## config.mk

```make
export PLATFORM = sky130hd
export DESIGN_NAME = lcd_receiver
export DESIGN_NICKNAME = d
export VERILOG_FILES = /design/src/rtl/lcd_receiver.sv
export SDC_FILE = /design/constraint.sdc
export NUM_CORES = 1
export LEC_CHECK = 0
export CAP_MARGIN = 5
export CORE_UTILIZATION = 30
export CTS_CLUSTER_SIZE = 10
export DETAILED_ROUTE_END_ITERATION = 16
export SYNTH_ARGS = -nofsm -noshare
export SYNTH_HDL_FRONTEND = slang
export SYNTH_SLANG_ARGS = --single-unit
export TNS_END_PERCENT = 30
```

## constraint.sdc

```tcl
create_clock -name clk -period 4.65 [get_ports clk]
set_input_delay 0.93 -clock clk [delete_from_list [all_inputs] [get_ports clk]]
set_output_delay 0.93 -clock clk [all_outputs]
set_load 0.01 [all_outputs]
```

## src/rtl/lcd_receiver.sv

```systemverilog
// lcd_receiver: serial LCD-style byte receiver.
// Samples an asynchronous chip-select / register-select / serial-clock /
// serial-data bus, assembles bytes MSB first and hands each completed byte
// to a consumer through a valid/ack holding register.
module lcd_receiver #(
  parameter logic CS_ACTIVE = 1'b0,
  parameter logic CMD_RS    = 1'b0
) (
  input  logic       clk,
  input  logic       rst,
  input  logic       I_cs1,
  input  logic       I_rs,
  input  logic       I_sclk,
  input  logic       I_sid,
  input  logic       I_ack,
  output logic       O_valid,
  output logic [7:0] O_data,
  output logic       O_is_cmd,
  output logic [1:0] O_status,
  output logic       O_overrun,
  output logic       O_frame_err
);

  typedef enum logic [1:0] {
    READY   = 2'b00,
    RECEIVE = 2'b01,
    FINISH  = 2'b10
  } state_t;

  state_t      state;

  logic [1:0]  cs_sync;
  logic [1:0]  rs_sync;
  logic [1:0]  sclk_sync;
  logic [1:0]  sid_sync;

  logic        sclk_prev;
  logic        sclk_rise;
  logic        sid_d;
  logic        rs_d;

  // Only the first seven bits need storing; the eighth arrives with the
  // completing edge and goes straight into O_data.
  logic [6:0]  shift_reg;
  logic [2:0]  bit_cnt;
  logic        cs_active;

  assign cs_active = (cs_sync[1] == CS_ACTIVE);
  assign O_status  = state;

  // Two-flop synchronizers for every asynchronous bus line.
  always_ff @(posedge clk) begin
    if (rst) begin
      cs_sync   <= 2'b00;
      rs_sync   <= 2'b00;
      sclk_sync <= 2'b00;
      sid_sync  <= 2'b00;
    end else begin
      cs_sync   <= {cs_sync[0],   I_cs1};
      rs_sync   <= {rs_sync[0],   I_rs};
      sclk_sync <= {sclk_sync[0], I_sclk};
      sid_sync  <= {sid_sync[0],  I_sid};
    end
  end

  // Registered sclk rising-edge detect; sid and rs are delayed alongside so
  // the FSM sees the data values from the same instant as the edge.
  always_ff @(posedge clk) begin
    if (rst) begin
      sclk_prev <= 1'b0;
      sclk_rise <= 1'b0;
      sid_d     <= 1'b0;
      rs_d      <= 1'b0;
    end else begin
      sclk_prev <= sclk_sync[1];
      sclk_rise <= sclk_sync[1] & ~sclk_prev;
      sid_d     <= sid_sync[1];
      rs_d      <= rs_sync[1];
    end
  end

  // Frame FSM with byte assembly, hand-off register and error pulses.
  always_ff @(posedge clk) begin
    if (rst) begin
      state       <= READY;
      shift_reg   <= 7'h00;
      bit_cnt     <= 3'd0;
      O_valid     <= 1'b0;
      O_data      <= 8'h00;
      O_is_cmd    <= 1'b0;
      O_overrun   <= 1'b0;
      O_frame_err <= 1'b0;
    end else begin
      O_overrun   <= 1'b0;
      O_frame_err <= 1'b0;
      if (O_valid && I_ack) begin
        O_valid <= 1'b0;
      end
      case (state)
        READY: begin
          if (cs_active) begin
            state   <= RECEIVE;
            bit_cnt <= 3'd0;
          end
        end
        RECEIVE, FINISH: begin
          if (!cs_active) begin
            state   <= READY;
            bit_cnt <= 3'd0;
            if (bit_cnt != 3'd0) begin
              O_frame_err <= 1'b1;
            end
          end else if (sclk_rise) begin
            shift_reg <= {shift_reg[5:0], sid_d};
            bit_cnt   <= bit_cnt + 3'd1;
            if (bit_cnt == 3'd7) begin
              state <= FINISH;
              if (!O_valid || I_ack) begin
                O_data   <= {shift_reg, sid_d};
                O_is_cmd <= (rs_d == CMD_RS);
                O_valid  <= 1'b1;
              end else begin
                O_overrun <= 1'b1;
              end
            end else begin
              state <= RECEIVE;
            end
          end else begin
            state <= RECEIVE;
          end
        end
        default: begin
          state <= READY;
        end
      endcase
    end
  end

endmodule

```

==> impl_metrics.py <==
metrics = {
    "run": {
        "cap_violations": 0,
    },
    "cts": {
        "htreeDepth": 2,
        "cts_tree": "built",
        "root_buffer": "clkbuf_8",
        "clockBufferDepth": 2,
        "clock_latency_ps": 280,
        "post_cts_buffers": 0,
        "path_clk_slew_ps": 70,
        "numCtsBuffers": 5,
        "post_cts_hold_buffer_count": 0,
        "cts_num_sinks": 36,
        "post_cts_resized": 0,
    },
    "power_and_ir_drop": {
        "power.switching_w": 0.000115,
        "p_int_w": 0.000459,
        "peakVddDrop_v": 0.000174,
        "p_per_area_nw_per_um2": 340,
        "clkPwrFrac_pct": 40.2,
        "power_frac_comb_pct": 4.8,
        "switching_share_pct": 20.1,
        "p_leak_nw": 0.619,
        "power_frac_seq_pct": 55.0,
    },
    "layout": {
        "largest_reg_flops": 8,
        "diodes": 0,
        "syn_to_final_growth_pct": 24.2,
        "drive_gt1_share_pct": 6.79,
        "final_cell_mix": "dfxtp_1, nand2_1, clkdlybuf4s50_1",
        "finalNetCount": 174,
        "final_common_cell": "dfxtp_1",
    },
    "worst_setup_path": {
        "ff2ff_setup_slack_ps": 2690,
        "critical_path.max_fanout": 9,
        "cp.required_ps": 4820,
        "startpoint_type": "primary input",
        "critPathSlowestCell": "nor2b_2",
        "crit_type": "primary input to register",
        "cp-end-kind": "register",
        "cpPeakStageDelay_ps": 500,
        "cp_cell_sequence": "clkdlybuf4s50_1 > nand2b_1 > nor2b_2 > mux2_1",
        "critPathArrivalTime_ps": 2400,
    },
    "detailed_routing": {
        "ant_nets": 0,
        "wl_mm": 2.19,
        "wl_per_cell_um": 10.3,
        "drc": 0,
        "vias_per_cell": 4.48,
        "first_iter_violations": 38,
        "num_vias": 959,
        "dr.pass1.iters": 4,
    },
    "timing": {
        "finalSetupViolCount": 0,
        "fin_skew_ps": 3.53,
        "slew_violations": 0,
        "max_clock_freq_ghz": 0.449,
        "rsz0062_at_grt": "no",
        "finalHoldViolations": 0,
        "tightest_slew_ps": 555,
        "fin_crit_sh_pct": 47.9,
        "fin_setup_tns_ps": 0,
        "fin_crit_ps": 2230,
        "slew_headroom_pct": 62.9,
        "holdWs_ps": 379,
    },
    "die": {
        "start_util_pct": 31.3,
        "die_w_um": 69.4,
        "chipHeight_um": 69.4,
        "die_area_um2": 4820,
        "core_region_area_um2": 4350,
        "io_pins": 21,
        "row_count": 24,
    },
    "synthesis": {
        "syn_area_um2": 1360,
        "syn_nets": 153,
        "synth_seq_cells": 36,
        "synth_top_area_share_pct": 52.9,
        "synthCells": 141,
        "yosysSeqAreaShare_pct": 52.9,
        "yosys.area.top_type": "dfxtp_1",
        "post_synth.cell_area_avg_um2": 9.66,
        "ys_top_cells_by_area": "dfxtp_1, nand2_1, nor2b_1",
        "ys.warnings.count": 0,
        "synth_cell_types": 29,
    },
    "global_routing": {
        "antenna_found_initial": 0,
        "grt_start_max_net_pins": 19,
        "grt_pass1_wl_mm": 3.93,
        "track_usage_pct": 10.2,
        "grt_pass1_vias": 917,
        "gr-total-overflow": 0,
    },
    "place": {
        "hpwl_mm": 1.63,
        "portBuffers": 20,
        "place.gp.congestion": 0.731,
    },
    "min_path": {
        "hold_path.class": "register to register",
    },
    "run_status": {
        "status": "completed",
    },
}
[layout make-up]
type                    instances  area, µm²
clock buffers                   7       96.3
inverters                       5       18.8
repair buffers                 21        208
flip-flops and latches         36        721
multi-input cells              93        583
well taps                      52       65.1
fillers                       423       2660
[critical path: cells and delay by family]
kind	cells	cell delay (ps)
mux	1	370
simple gates	2	630
buf+inv	1	460
[path summary, 6_finish.rpt]
path / cells past startpoint / to / start
min reg2reg: 1 / sclk_rise / sclk_prev
min: 1 / sclk_rise / sclk_prev
max: 4 / O_is_cmd / I_ack
max reg2reg: 5 / O_is_cmd / O_status[1]
[metal layers]
metal  vias to the layer above  wire [µm]  global-route usage (%)
li1                        499          -                       -
met1                       440       1090                    12.2
met2                        18        987                    16.3
met3                         2         93                    3.49
met4                         0         19                    5.44
met5                         -          0                       0
[kinds of logic after synthesis]
logic type	share of synthesized area, %
adders and majority gates	4.59
and+or+nand+nor	24.2
DFF	52.9
muxes	6.70
AOI/OAI and AO/OA	7.25
buffers and inverters	4.32
[metrics by stage]
stage	util (%)	total power [W]	instance area (µm²)	worst slack, ps	cells
after floorplan	-	0.000341	1360	2870	141
after global placement	36.6	0.000350	1600	2160	207
after detailed placement	36.6	0.000351	1600	2120	207
after CTS	38.9	0.000583	1690	2420	214
after global routing	38.9	0.000599	1690	2340	214
final	38.9	0.000574	1690	2420	214
[synth_stat cells (all sizes together)]
library cell,instances
nor2,5
and3b,1
a32oi,1
a21oi,8
mux2i,8
nor2b,16
mux2,1
a32o,2
inv,5
a2bb2oi,1
o21a,1
a22o,1
nand4b,1
nor4b,1
nand3b,1
nand2b,4
nor3,2
clkbuf,1
o21ai,1
dfxtp,36
buf,6
nand3,1
ha,5
nand2,32
[power groups by stage]
stage	Sequential [W]	Clock (W)	Combinational (W)
2_1_floorplan	0.000322	0	0.0000189
3_5_place_dp	0.000323	0	0.0000280
3_3_place_gp	0.000323	0	0.0000272
6_report	0.000316	0.000231	0.0000275
5_1_grt	0.000317	0.000251	0.0000309
4_1_cts	0.000316	0.000238	0.0000281
Power figures use the tool's default switching activity.
